`config.mk`:
```
export PLATFORM = sky130hd
export DESIGN_NAME = retire_commit
export DESIGN_NICKNAME = d
export VERILOG_FILES = /design/src/rtl/retire_commit.sv
export SDC_FILE = /design/constraint.sdc
export NUM_CORES = 1
export LEC_CHECK = 0
export BUFFER_PORTS_ARGS = -buffer_cell sky130_fd_sc_hd__buf_4
export CAP_MARGIN = 20
export CORE_UTILIZATION = 50
export DETAILED_ROUTE_END_ITERATION = 12
export PLACE_DENSITY = 0.78
export SETUP_SLACK_MARGIN = 0.02
export SLEW_MARGIN = 20
export SYNTH_ARGS = -nofsm -noshare
export SYNTH_HDL_FRONTEND = slang
export SYNTH_SLANG_ARGS = --single-unit
```
`constraint.sdc`:
```
create_clock -name clk -period 7.6 [get_ports clk]
set_input_delay 0 -clock clk [delete_from_list [all_inputs] [get_ports clk]]
set_output_delay 0 -clock clk [all_outputs]
set_load 0.02 [all_outputs]
```
`src/rtl/retire_commit.sv`:
```
// retire_commit -- retire stage behind the completion/ROB stage.
//
// Purpose:
//   Takes up to two in-order retired ROB entries per cycle. Slot a is older
//   than slot b. Superseded physical registers (rd_old) are returned to the
//   free list. Committed stores go into an in-order queue, which drains to
//   data memory over a valid/ready handshake.
//
// Ports:
//   clk, reset                   clock; synchronous active-low reset
//   retire_instr_a/_b            robEntryStruct; a slot is live when .valid && .complete
//   free_{a,b}_valid/_preg       registered free-list returns (rd_old), 1-cycle latency
//   mem_req_valid/_addr/_data    store queue head; mem_req_ready accepts and pops it
//   sq_almost_full               fewer than 2 free queue entries (registered)
//   sq_overflow                  sticky; a store was dropped because the queue was full
//   retired_cnt, sq_stall_cnt    performance counters
//
// Configuration macro:
//   RETIRE_PERF_EN  enables retired_cnt / sq_stall_cnt. When it is undefined,
//                   both ports are tied to 0.
//
// The ROB entry types live at compilation-unit scope so that the producer stage
// and this stage share one definition. Their widths match the default
// PREG_W = 6 and DATA_W = 32.

typedef struct packed {
  logic       RegWrite;
  logic       MemtoReg;
  logic       MemRead;
  logic       MemWrite;
  logic       ALUSrc;
  logic [1:0] ALUOp;
} ctrlStruct;

typedef struct packed {
  logic        valid;
  logic        complete;
  logic [5:0]  rd;
  logic [5:0]  rd_old;
  logic [31:0] result;   // effective address for stores
  logic [31:0] wr_data;  // store data
  ctrlStruct   control;
} robEntryStruct;

module retire_commit #(
  parameter int PREG_W   = 6,
  parameter int DATA_W   = 32,
  parameter int SQ_DEPTH = 4
) (
  input  logic              clk,
  input  logic              reset,
  input  robEntryStruct     retire_instr_a,
  input  robEntryStruct     retire_instr_b,
  output logic              free_a_valid,
  output logic [PREG_W-1:0] free_a_preg,
  output logic              free_b_valid,
  output logic [PREG_W-1:0] free_b_preg,
  output logic              mem_req_valid,
  output logic [DATA_W-1:0] mem_req_addr,
  output logic [DATA_W-1:0] mem_req_data,
  input  logic              mem_req_ready,
  output logic              sq_almost_full,
  output logic              sq_overflow,
  output logic [31:0]       retired_cnt,
  output logic [31:0]       sq_stall_cnt
);

  localparam int PTR_W = $clog2(SQ_DEPTH);
  localparam int CNT_W = PTR_W + 1;  // wide enough to hold "full"

  // Queue state
  logic [DATA_W-1:0] r_sq_addr [SQ_DEPTH];
  logic [DATA_W-1:0] r_sq_data [SQ_DEPTH];
  logic [PTR_W-1:0]  r_head, r_tail;
  logic [CNT_W-1:0]  r_count;

  // Registered outputs
  logic              r_free_a_valid, r_free_b_valid;
  logic [PREG_W-1:0] r_free_a_preg,  r_free_b_preg;
  logic              r_almost_full,  r_overflow;

  // Per-cycle decode
  logic             w_live_a, w_live_b;
  logic             w_push_a, w_push_b;
  logic             w_acc_a,  w_acc_b;
  logic             w_pop;
  logic [CNT_W-1:0] w_space, w_count_nxt;
  logic [PTR_W-1:0] w_tail_b;

  // b is only live behind a live a; a lone live b is ignored.
  assign w_live_a = retire_instr_a.valid & retire_instr_a.complete;
  assign w_live_b = w_live_a & retire_instr_b.valid & retire_instr_b.complete;
  assign w_push_a = w_live_a & retire_instr_a.control.MemWrite;
  assign w_push_b = w_live_b & retire_instr_b.control.MemWrite;
  assign w_pop    = (r_count != '0) & mem_req_ready;

  // Free space counts the slot this cycle's pop releases. That lets a full,
  // draining queue still take one store.
  assign w_space  = CNT_W'(SQ_DEPTH) - r_count + CNT_W'(w_pop);

  // a claims the last free entry first. If a's store is dropped, b's store is
  // dropped too, so that younger stores never get ahead of an older one.
  assign w_acc_a  = w_push_a & (w_space != '0);
  assign w_acc_b  = w_push_b & (w_push_a ? (w_acc_a & (w_space >= CNT_W'(2)))
                                         : (w_space != '0));
  assign w_tail_b = r_tail + PTR_W'(w_acc_a);

  assign w_count_nxt = r_count + CNT_W'(w_acc_a) + CNT_W'(w_acc_b) - CNT_W'(w_pop);

  // Queue storage has no reset. The head is gated by mem_req_valid, so stale
  // entries never reach the outputs.
  always_ff @(posedge clk) begin
    if (w_acc_a) begin
      r_sq_addr[r_tail] <= retire_instr_a.result;
      r_sq_data[r_tail] <= retire_instr_a.wr_data;
    end
    if (w_acc_b) begin
      r_sq_addr[w_tail_b] <= retire_instr_b.result;
      r_sq_data[w_tail_b] <= retire_instr_b.wr_data;
    end
  end

  always_ff @(posedge clk) begin
    if (!reset) begin
      r_head         <= '0;
      r_tail         <= '0;
      r_count        <= '0;
      r_free_a_valid <= 1'b0;
      r_free_a_preg  <= '0;
      r_free_b_valid <= 1'b0;
      r_free_b_preg  <= '0;
      r_almost_full  <= 1'b0;
      r_overflow     <= 1'b0;
    end else begin
      // p0 is hardwired and is never returned to the free list.
      r_free_a_valid <= 1'b0;
      r_free_a_preg  <= '0;
      r_free_b_valid <= 1'b0;
      r_free_b_preg  <= '0;
      if (w_live_a && retire_instr_a.control.RegWrite && retire_instr_a.rd_old != '0) begin
        r_free_a_valid <= 1'b1;
        r_free_a_preg  <= retire_instr_a.rd_old;
      end
      if (w_live_b && retire_instr_b.control.RegWrite && retire_instr_b.rd_old != '0) begin
        r_free_b_valid <= 1'b1;
        r_free_b_preg  <= retire_instr_b.rd_old;
      end

      if (w_pop)
        r_head <= r_head + PTR_W'(1);
      r_tail  <= r_tail + PTR_W'(w_acc_a) + PTR_W'(w_acc_b);
      r_count <= w_count_nxt;

      r_almost_full <= (CNT_W'(SQ_DEPTH) - w_count_nxt) < CNT_W'(2);
      if ((w_push_a && !w_acc_a) || (w_push_b && !w_acc_b))
        r_overflow <= 1'b1;
    end
  end

`ifdef RETIRE_PERF_EN
  logic [31:0] r_retired_cnt, r_stall_cnt;

  always_ff @(posedge clk) begin
    if (!reset) begin
      r_retired_cnt <= '0;
      r_stall_cnt   <= '0;
    end else begin
      r_retired_cnt <= r_retired_cnt + 32'(w_live_a) + 32'(w_live_b);
      if (mem_req_valid && !mem_req_ready)
        r_stall_cnt <= r_stall_cnt + 32'd1;
    end
  end

  assign retired_cnt  = r_retired_cnt;
  assign sq_stall_cnt = r_stall_cnt;
`else
  assign retired_cnt  = '0;
  assign sq_stall_cnt = '0;
`endif

  assign free_a_valid   = r_free_a_valid;
  assign free_a_preg    = r_free_a_preg;
  assign free_b_valid   = r_free_b_valid;
  assign free_b_preg    = r_free_b_preg;
  assign mem_req_valid  = (r_count != '0);
  assign mem_req_addr   = mem_req_valid ? r_sq_addr[r_head] : '0;
  assign mem_req_data   = mem_req_valid ? r_sq_data[r_head] : '0;
  assign sq_almost_full = r_almost_full;
  assign sq_overflow    = r_overflow;

  // Fields that retirement does not act on.
  logic w_unused;
  assign w_unused = &{1'b0, retire_instr_a.rd, retire_instr_b.rd,
                      retire_instr_a.control.MemtoReg, retire_instr_a.control.MemRead,
                      retire_instr_a.control.ALUSrc, retire_instr_a.control.ALUOp,
                      retire_instr_b.control.MemtoReg, retire_instr_b.control.MemRead,
                      retire_instr_b.control.ALUSrc, retire_instr_b.control.ALUOp};

endmodule

```
* Yosys cells after proc, flatten, opt, wreduce, memory -nomap -nowiden
Memory sizes are Yosys's and may differ from the RTL's. A register that Yosys moved wholly into a read port is not among the register bits.
Cells that the tools add are included.
** Word-level totals
- Flip-flop bits (word level) :: 23
- RAM bits :: 256
- Output and inout port bits :: 145
- Word-level logic and storage cells :: 59
- Memories :: 2
** Cells by class
- $add $sub $neg :: 9
- Magnitude comparators :: 2
- Multiplexer cells :: 13
- Bitwise operators :: 9
- Reductions and logical operators :: 15
** Memory list
- r_sq_addr :: depth 4, width 32, rd ports 1, clocked after Yosys merged registers in 1, write ports 2, RTL line 72 : logic [DATA_W-1:0] r_sq_addr [SQ_DEPTH];
- r_sq_data :: depth 4, width 32, rd ports 1, clocked after Yosys merged registers in 1, write ports 2, RTL line 73 : logic [DATA_W-1:0] r_sq_data [SQ_DEPTH];
** Operators with widths (number)
- 32-bit two-way mux :: 2
- 6-bit nonzero test :: 2
- 3-bit by 1-bit adder with 3-bit output :: 3
- 1-bit bitwise AND :: 9
- 2-bit two-way mux :: 4
- 1-bit two-way mux :: 7
- 1-bit logical AND :: 6
- 3-bit nonzero test :: 2
- 3-bit subtractor (first input constant) :: 2
- 2-bit by 1-bit adder with 2-bit output :: 2
- 2-bit AND reduction :: 2
- 3-bit by 2-bit greater-or-equal comparator with 1-bit output (second input constant) :: 1
- 3-bit by 2-bit < comparator with 1-bit output (second input constant) :: 1
- 3-bit by 1-bit subtractor with 3-bit output :: 1
- 2-bit by 1-bit adder with 2-bit output (second input constant) :: 1
- 1-bit logical NOT :: 2
- 1-bit logical OR :: 1

* Longest topological paths before layout
Gate-level depths: netlist of the first run.
- Depth after elaboration :: 12
- Gate-level depth with buffers :: 16
- Depth with buffers taken out :: 16

* Worst setup path before layout of the first run
No wires, ideal clock.
- Kind :: register -> register
- Start point :: register r_count[2]
- End point :: memory r_sq_addr[1][0] (enable)
- Data arrival time :: 6.408 ns
- Required time :: 7.020 ns
- Path slack :: 0.612 ns
- Stages on the path, launching flop included :: 9
- Path buffers :: 0
- Clock period less this slack :: 6.988 ns
- Path through :: dfxtp_1 -> or3_1 -> nand2_1 -> ha_1 -> inv_1 -> ha_1 -> xor2_1 -> o311ai_0 -> o31ai_1
** RTL lines
- from (decl) :: RTL line 75 : logic [CNT_W-1:0] r_count;
- from (signal assigned) :: RTL line 152 : r_count <= w_count_nxt;
- to (decl) :: RTL line 72

==> results.cfg, run 1 <==
[worst_setup_path]
rr_worst_depth = 15
r2r_end = r_sq_addr[3][31]$_DFFE_PP_
worstSetupPathType = reg2reg
worstPathMaxFanout = 34
arrival_ps = 5730
cp.required_ps = 7890
start_kind = flip-flop
r2r_start = r_count[2]$_SDFF_PN0_
worst_path_most_repeated_cell = ha_1
critPathMaxStageDelay_ps = 730
slowest_stage = buf_4
end_kind = flip-flop
path_cells = or3_2, nand2_1, ha_1, inv_1, ha_1, xor2_1, o311ai_0, buf_4, inv_1, ha_1, xnor2_1, or4b_4, buf_4, mux2_2, dlygate4sd3_1
reg2reg_slack_ps = 2160

[run_status]
run_status = finished, final reports clean

[global_route]
grt_usage_pct = 23.56
grt_pass1_vias = 9858
grt_antenna_before_repair = 0
grt_max_degree = 67
overflow = 0
grt_pass1_wl_um = 54510

[synthesis]
syn_inst = 860
syn_avg_cell_area_um2 = 17.03
synthDistinctLibCells = 36
ys.flop_type = edfxtp_1
synth-async-reset-ratio_pct = 0
synth_seq_cells = 281
ys_seq_area_share_pct = 55.91
synth_edf_count = 256
ys_warn_count = 0
syn_area_mm2 = 0.01465

[sta]
final-max-slew-violation-count = 0
worst_hold_slack_ps = 244.8
max_slew_margin_pct = 26.54
fin_crit_sh_pct = 71.56
fin_worst_skew_ps = 12.19
fin_setup_tns_ps = 0
fmax_mhz = 183.9
hold_viol = 0
period_minus_slack_ps = 5438
rsz0062_at_grt = false
setup_viol_count_final = 0
tightestPinTransition_ps = 1102

[floorplan]
core_mm2 = 0.02878
rows = 62
die_area_mm2 = 0.02998
start_util_pct = 50.89
die_width_um = 173.1
die_y_um = 173.1
io_pins = 318

[finish]
fin_nets = 1491
layout-drive-gt1-share_pct = 46.20
mostFrequentLayoutCells = 256 x edfxtp_1, 243 x buf_4, 226 x dlygate4sd3_1
syn_to_final_growth_pct = 33.80
diodes = 0
layout_commonest_cell = edfxtp_1

[placement]
port_buffers = 231
post-dp-hpwl_um = 18180
globalplace.congestion = 0.7328

[clock_tree]
cts_root_buf = clkbuf_16
cts_hold_buf = 226
cts_buffers = 30
cts-htree-levels = 1
postCtsResizedCells = 0
cts.path.max_buffers = 3
clk_pin_slew_ps = 60
cts_sinks = 281
cts_setup_buffers = 0
cts_tree = done
clk_latency_ps = 550

[min_path]
min-delay-start = retire_instr_a[71]
hold_class = in2reg
worstHoldEndpoint = free_a_preg[0]$_SDFF_PN0_
holdPathStages = 3

[run]
drv_cap = 0

[route]
antenna_left = 0
drtPass1Iterations = 5
wl_per_cell_um = 20.83
vias_per_cell = 5.363
drc_errors = 0
wirelength_um = 35680
drt_iter0_markers = 451
num_vias = 9186

[power_and_ir_drop]
total_leakage_power_nw = 7.641
powerDensity_mw_per_mm2 = 240.7
ir_drop_v = 0.0002007
## per-stage QoR
stage	instances	total power (W)	utilization [%]	setup slack, ps	cell area [µm²]
final	1713	0.004716	68.09	2162	19600
after global routing	1713	0.004903	68.09	1960	19600
after CTS	1712	0.004741	68.02	2248	19580
after detailed placement	1435	0.003332	57.16	2787	16450
after global placement	1435	0.003311	57.16	2891	16450
after floorplan	923	0.002806	-	611.7	14880
## area by class of cell
class | count | area (µm²)
Sequential cell | 281 | 8195
Timing Repair Buffer | 470 | 4106
Clock buffer | 37 | 798.3
Clock inverter | 14 | 63.81
Multi-Input combinational cell | 516 | 5909
Fill cell | 1851 | 9185
Tap cell | 384 | 480.5
Inverter | 11 | 41.29
## sequential cells by signal, indices dropped and copies added (netlist names), named ones only
| name | cells |
|---|---|
| r_sq_addr | 128 |
| r_sq_data | 128 |
| free_a_preg | 6 |
| free_b_preg | 6 |
| r_count | 3 |
| r_head | 2 |
| r_tail | 2 |
| free_a_valid | 1 |
| free_b_valid | 1 |
| sq_almost_full | 1 |
| sq_overflow | 1 |
## Yosys cell counts, types with 4 or more instances
library cell	instances	area (µm²)
and2_1	84	525.5
dfxtp_1	25	500.5
mux2_4	98	1471
xnor2_1	5	43.79
mux2_2	158	1779
inv_1	11	41.29
clkbuf_1	17	63.81
edfxtp_1	256	7687
buf_2	22	110.1
buf_6	12	135.1
mux4_2	64	1441
buf_4	64	480.5
xor2_1	4	35.03
ha_1	6	75.07
## critical path, delay by kind of cell (launching register included)
family	cells	cell delay (ps)
xor gates and xnor gates	2	510
AOI/OAI and AO/OA	1	370
buffers and inverters	5	1640
muxes	1	420
DFF	1	340
adders and majority gates	3	590
and+or+nand+nor	3	1290
## how the worst max path moves through the flow
stage	from	endpoint	cells past startpoint
2_1_floorplan	r_count[2]$_SDFF_PN0_	r_sq_addr[1][0]$_DFFE_PP_	8
3_3_place_gp	r_count[2]$_SDFF_PN0_	r_sq_addr[3][20]$_DFFE_PP_	13
3_5_place_dp	r_count[2]$_SDFF_PN0_	r_sq_addr[3][0]$_DFFE_PP_	14
4_1_cts	r_count[2]$_SDFF_PN0_	r_sq_addr[3][31]$_DFFE_PP_	15
5_1_grt	r_count[2]$_SDFF_PN0_	r_sq_addr[3][31]$_DFFE_PP_	15
6_report	r_count[2]$_SDFF_PN0_	r_sq_addr[3][31]$_DFFE_PP_	15
## cell families (layout without fill, tap and decap cells)
logic type | after synthesis | after routing | share of synthesized area, %
adders and majority gates | 8 | 8 | 0.7860
xor gates and xnor gates | 9 | 9 | 0.5382
and+or+nand+nor | 108 | 108 | 4.630
AOI/OAI and AO/OA | 7 | 7 | 0.4016
buffers and inverters | 126 | 532 | 5.673
muxes | 320 | 320 | 32.04
other | 1 | 64 | 0.02561
DFF | 281 | 281 | 55.91
## where the power goes
| part | switching [W] | total, W | internal, W | leakage (nW) |
|---|---|---|---|---|
| combinational | 0.000763 | 0.00155 | 0.000785 | 4.70 |
| clock | 0.000578 | 0.00131 | 0.000734 | 0.424 |
| sequential | 0.0000828 | 0.00186 | 0.00177 | 2.52 |
| total | 0.00142 | 0.00472 | 0.00329 | 7.64 |
## layer usage
metal,vias up,global-route usage [%],part of all wire [%]
met5,-,0,0
met4,0,6.047,1.9
met3,55,3.826,5.9
met2,367,43.82,53
met1,4662,28.25,39
li1,4102,-,-
Note: power is estimated with default switching activity, not from simulation.
==> run 2: changes to the inputs <==
PLACE_DENSITY = 0.81   (was 0.78)
clock period = 4.64 ns   (was 7.6 ns; I/O delays follow)
==> run 2 against run 1 <==
Maximum frequency up 23%. Largest power group unchanged. First-iteration DRC count grew 12%. Register-to-register slack worse by 1900 ps. Die area did not move. Largest cell class unchanged.
==> results.cfg, run 2 (synthesized netlist as in run 1, its figures left out) <==
[run_status]
run_status = finished, final reports clean

[clock_tree]
clk_latency_ps = 550
cts-htree-levels = 1
cts.path.max_buffers = 3
clk_pin_slew_ps = 60
cts_buffers = 31
cts_root_buf = clkbuf_16
cts_tree = done
cts_sinks = 281
cts_setup_buffers = 0

[min_path]
holdPathStages = 3
worstHoldEndpoint = free_b_preg[4]$_SDFF_PN0_
hold_class = in2reg
min-delay-start = retire_instr_b[75]

[power_and_ir_drop]
total_leakage_power_nw = 7.519
ir_drop_v = 0.0003403
fin_total_pwr_w = 0.007828
powerDensity_mw_per_mm2 = 405.0

[worst_setup_path]
worst_path_most_repeated_cell = ha_1
rr_worst_depth = 14
cp.required_ps = 4940
path_cells = or3_2, nand2_1, ha_1, inv_1, ha_1, xor2_1, o311ai_1, inv_1, ha_1, xnor2_1, or4b_4, buf_6, mux2_4, dlygate4sd3_1
worstPathMaxFanout = 23
slowest_stage = or4b_4
critPathMaxStageDelay_ps = 560
arrival_ps = 4710
r2r_end = r_sq_data[3][10]$_DFFE_PP_
reg2reg_slack_ps = 220
start_kind = flip-flop
worstSetupPathType = reg2reg
end_kind = flip-flop
r2r_start = r_count[2]$_SDFF_PN0_

[floorplan]
core_mm2 = 0.02878
die_area_mm2 = 0.02998
die_width_um = 173.1
io_pins = 318
rows = 62
die_y_um = 173.1
start_util_pct = 50.89

[finish]
multi_input_area_mm2 = 0.005927
n_fill_cell = 1897
syn_to_final_growth_pct = 31.97
layout_commonest_cell = edfxtp_1
regArea_mm2 = 0.008195
reg_top3 = r_sq_addr (128), r_sq_data (128)
fin_nets = 1449
layout-drive-gt1-share_pct = 48.18
mostFrequentLayoutCells = 256 x edfxtp_1, 242 x buf_4, 174 x dlygate4sd3_1

[placement]
post-dp-hpwl_um = 18480
globalplace.congestion = 0.7487
port_buffers = 231

[sta]
rsz0062_at_grt = false
fin_worst_skew_ps = 16.32
period_minus_slack_ps = 4416
setup_viol_count_final = 0
hold_viol = 0
tightestPinTransition_ps = 1059
fin_setup_tns_ps = 0
max_slew_margin_pct = 29.42
final-max-slew-violation-count = 0
fin_crit_sh_pct = 95.17
fmax_mhz = 226.5

[global_route]
grt_antenna_before_repair = 1
grt_usage_pct = 23.06
grt_pass1_vias = 9786
overflow = 0
grt_max_degree = 67
grt_pass1_wl_um = 53700

[route]
num_vias = 8935
drtPass1Iterations = 5
wirelength_um = 34870
antenna_left = 0
drc_errors = 0
wl_per_cell_um = 20.81
drt_iter0_markers = 507
vias_per_cell = 5.331

[run]
drv_cap = 0
-- run 2: cell count changes in the layout (fill, tap and decap cells not counted), moves of 2 or more --
cell           delta
dlygate4sd3_1    -52
clkbuf_1         +11
buf_12            +8
clkinv_2          -6
clkinv_1          -5
clkbuf_4          +3
clkbuf_8          +2
nor4_2            -2
nor4_4            +2
-- run 2: worst max path at each step --
stage | startpoint | end | slack, ps | depth (start not counted)
final | r_count[2]$_SDFF_PN0_ | r_sq_data[3][10]$_DFFE_PP_ | 220 | 14
after global routing | r_count[2]$_SDFF_PN0_ | r_sq_addr[3][17]$_DFFE_PP_ | 10 | 14
after detailed placement | r_count[2]$_SDFF_PN0_ | r_sq_data[3][29]$_DFFE_PP_ | 370 | 13
after global placement | r_count[2]$_SDFF_PN0_ | r_sq_data[3][28]$_DFFE_PP_ | 440 | 13
after CTS | r_count[2]$_SDFF_PN0_ | r_sq_addr[0][5]$_DFFE_PP_ | 70 | 13
after floorplan | r_count[2]$_SDFF_PN0_ | r_sq_addr[2][0]$_DFFE_PP_ | -80 | 13
-- run 2: area by class of cell --
cell class / instances / area share (%)
timing repair buffer: 427 / 19.54
antenna: 1 / 0.01295
inverter: 11 / 0.2136
clock inverter: 3 / 0.07121
clock buffer: 53 / 4.603
sequential: 281 / 42.40
tap: 384 / 2.486
multi-input combinational: 516 / 30.67
-- run 2: worst max-delay path, delay by kind of cell (launching register included) --
family	cells	cell delay [ps]
xor+xnor	2	390
compound gates	1	330
buf+inv	4	1000
fa+ha+maj	3	580
flops	1	340
simple gates	3	1190
mux	1	320
-- run 2: metal layers --
| layer | up-vias | wire (µm) | track usage [%] |
|---|---|---|---|
| li1 | 4003 | - | - |
| met1 | 4568 | 14080 | 27.80 |
| met2 | 312 | 18500 | 43.04 |
| met3 | 52 | 1673 | 3.342 |
| met4 | 0 | 614 | 5.863 |
| met5 | - | 0 | 0 |
-- run 2: stage by stage --
step,util [%],hold WS (ps),area [µm²],cells,setup WS [ps]
after global placement,57.79,208.3,16630,1444,438.7
after floorplan,-,121.7,14900,923,-78.38
after CTS,66.98,194.3,19280,1674,66.02
after global routing,67.16,255.0,19330,1676,10.54
after detailed placement,57.79,216.2,16630,1444,365.3
final,67.16,259.6,19330,1676,224.3
-- run 2: repair_timing --
item	4_1_cts	5_1_grt
endpoints found under the setup margin	0	11
endpoints found under the hold margin	281	0
resized for setup	0	4
hold buffers	174	0
-- run 2: report_power, final --
part | leakage, nW | internal [W] | switching [W]
sequential | 2.52 | 0.00291 | 0.000130
clock | 0.438 | 0.00128 | 0.000941
combinational | 4.56 | 0.00129 | 0.00127
==> run 3: changes to the inputs <==
ABC_AREA = 1   (was default)
PLACE_DENSITY = 0.77   (was 0.81)
==> run 3 against run 2 <==
Register-to-register slack improved by 60 ps. Count of clock-buffer cells in the layout decreased by 6. Combinational power increased by 34%. Synthesized cell count increased by 120%. Clock skew decreased by 6.1 ps. Sequential share of layout area decreased by 2.2 points. Setup slack improved by 57 ps. Global-route usage increased by 7.6 points. Critical path depth increased by 6. Via count increased by 71%. Core utilization decreased by 0.54 points. Flip-flop and latch count unchanged.
==> results.cfg, run 3 <==
[clock_tree]
clk_pin_slew_ps = 60
cts-htree-levels = 1
clk_latency_ps = 560
cts.path.max_buffers = 3
cts_buffers = 30
cts_sinks = 281
cts_tree = done
cts_root_buf = clkbuf_16

[min_path]
min-delay-start = retire_instr_b[84]
holdPathStages = 5
worstHoldEndpoint = free_b_valid$_SDFF_PN0_
hold_class = in2reg

[route]
wl_per_cell_um = 18.90
antenna_left = 0
drt_iter0_markers = 1637
num_vias = 15300
wirelength_um = 49720
vias_per_cell = 5.816
drtPass1Iterations = 6
drc_errors = 0
met1_length_um = 18200
wl_met2_um = 24250
met3WireLength_um = 5427
top_layer_used = met5

[worst_setup_path]
worst_path_most_repeated_cell = nand2_1
path_cells = inv_1, nand3_1, nand2_1, ha_1, inv_1, ha_1, inv_1, nand2_1, nor2_1, nand2_1, nand2_1, inv_1, ha_1, xor2_1, nor2_4, nand3_4, buf_4, nand2_1, nand2_1, dlygate4sd3_1
worstSetupPathType = reg2reg
end_kind = flip-flop
arrival_ps = 4770
reg2reg_slack_ps = 280
cp.required_ps = 5050
worstPathMaxFanout = 64
path_delay_family = buffers and inverters
rr_worst_depth = 20
start_kind = flip-flop
critPathMaxStageDelay_ps = 770
slowest_stage = buf_4
path_buf_inv = 6
r2r_start = r_count[1]$_SDFF_PN0_
r2r_end = r_sq_data[0][1]$_DFFE_PP_

[synthesis]
syn_avg_cell_area_um2 = 8.375
syn_area_mm2 = 0.01555
synth_area_leader_cell = edfxtp_1
synth-async-reset-ratio_pct = 0
ys_warn_count = 0
ys_top_cells_by_count = 538 x nand2_1, 290 x nor2_1, 260 x nand4_1, 256 x edfxtp_1, 131 x o21ai_0
ys.flop_type = edfxtp_1
synth_edf_count = 256
yosysTopAreaCellShare_pct = 49.43
ys_seq_area_share_pct = 52.65
synth_area_leaders = edfxtp_1 49%, nand2_1 13%, nand4_1 10%
post-synth-top-count-cell = nand2_1
synth_seq_cells = 281
syn_inst = 1857
synthDistinctLibCells = 21

[floorplan]
start_util_pct = 50.84
rows = 64
die_area_mm2 = 0.03181
die_y_um = 178.4
core_mm2 = 0.03059
die_width_um = 178.4
io_pins = 318

[power_and_ir_drop]
cellInternalPower_w = 0.005385
p_clk_share_pct = 27.2
pwr-share-seq_pct = 34.0
ir_drop_v = 0.0005228
fin_total_pwr_w = 0.008826
combinationalPowerShare_pct = 38.8
powerDensity_mw_per_mm2 = 433.2
total_leakage_power_nw = 8.774
switchingPower_w = 0.003441
swShare_pct = 38.99

[sta]
final-max-slew-violation-count = 0
setup_viol_count_final = 0
fin_crit_sh_pct = 93.93
rsz0062_at_grt = false
period_minus_slack_ps = 4359
hold_viol = 0
tightestPinTransition_ps = 1390
fin_worst_skew_ps = 10.21
fmax_mhz = 229.4
max_slew_margin_pct = 7.304

[global_route]
grt_antenna_before_repair = 4
grt_max_degree = 262
grt_pass1_wl_um = 75720
grt_pass1_vias = 14790
overflow = 0
grt_usage_pct = 30.65

[run]
drv_cap = 0

[finish]
mostFrequentLayoutCells = 537 x nand2_1, 286 x nor2_1, 260 x nand4_1
finalInstanceArea_mm2 = 0.02038
n_fill_cell = 2342
layout_commonest_cell = nand2_1
stdcell_count = 2630
syn_to_final_growth_pct = 31.02
layout-drive-gt1-share_pct = 14.17
final_core_util_pct = 66.61
reg_top3 = r_sq_addr (128), r_sq_data (128)
fin_nets = 2387

[placement]
dp.cells = 2349
placed_area_mm2 = 0.01716
globalplace.congestion = 0.8167
post-dp-hpwl_um = 24440
port_buffers = 231

[run_status]
run_status = finished, final reports clean
run 3: cell count changes after synthesis, sizes merged, moves of 64 or more:
cell   before  now
nand2       3  538
nor2        3  290
nand4       1  260
mux2      256    0
o21ai       0  134
buf        98  187
and2       84    0
a21oi       0   65
mux4       64    0
run 3: final cells by class:
type	instances	area (µm²)	share of cell area, %
sequential	281	8193	40.21
multi-input combinational	1371	6305	30.94
timing repair buffer	478	4235	20.78
clock buffer	47	855.8	4.200
tap	396	495.5	2.432
inverter	44	166.4	0.8167
clock inverter	9	116.4	0.5710
antenna	4	10.01	0.04912
run 3: worst max path at each step:
stage | slack, ps | end | cells after the start | start
after CTS | 290 | r_sq_data[2][24]$_DFFE_PP_ | 20 | r_count[1]$_SDFF_PN0_
after detailed placement | 800 | r_sq_data[2][7]$_DFFE_PP_ | 19 | r_count[1]$_SDFF_PN0_
after global placement | 910 | r_sq_data[2][27]$_DFFE_PP_ | 19 | r_count[1]$_SDFF_PN0_
after floorplan | -530 | r_sq_addr[0][0]$_DFFE_PP_ | 19 | r_count[1]$_SDFF_PN0_
after global routing | 50 | r_sq_addr[0][4]$_DFFE_PP_ | 20 | r_count[1]$_SDFF_PN0_
final | 280 | r_sq_data[0][1]$_DFFE_PP_ | 20 | r_count[1]$_SDFF_PN0_
run 3: stage by stage:
| step | setup TNS [ps] | setup slack, ps | hold WS [ps] |
|---|---|---|---|
| after detailed placement | 0 | 796.0 | 230.4 |
| after global routing | 0 | 51.76 | 118.9 |
| after CTS | 0 | 290.7 | 46.74 |
| final | 0 | 281.5 | 95.42 |
| after global placement | 0 | 910.3 | 224.3 |
| after floorplan | -134500 | -531.5 | 112.2 |
run 3: kinds of logic after synthesis:
| family | synth area share [%] |
|---|---|
| flip-flops | 52.65 |
| XOR/XNOR | 0.2253 |
| AND/OR/NAND/NOR | 30.77 |
| buffers and inverters | 9.187 |
| other | 0.02411 |
| adder cells (fa/ha/maj) | 0.7401 |
| AO/OA/AOI/OAI | 6.404 |
run 3: routing by layer:
metal	track usage [%]	vias up
li1	-	6984
met5	0	-
met3	5.307	190
met1	38.01	7010
met4	14.37	2
met2	51.91	1110
run 3: repair_timing:
item	CTS	global route
buffers inserted	0	0
endpoints found under the hold margin	281	0
gates resized for setup	0	4
hold buffers	221	0
endpoints found under the setup margin	0	28
run 3: power groups by stage:
stage	clock network, W	logic (W)	registers (W)
2_1_floorplan	0	0.00211	0.00299
3_3_place_gp	0	0.00313	0.00305
3_5_place_dp	0	0.00318	0.00305
4_1_cts	0.00240	0.00334	0.00300
5_1_grt	0.00251	0.00367	0.00301
6_report	0.00240	0.00342	0.00300
run 3: worst min-delay path, stage by stage:
cell	delay (ps)
buf_4	110
nand2_1	120
nor2_1	60
nand4_1	220
inv_1	70
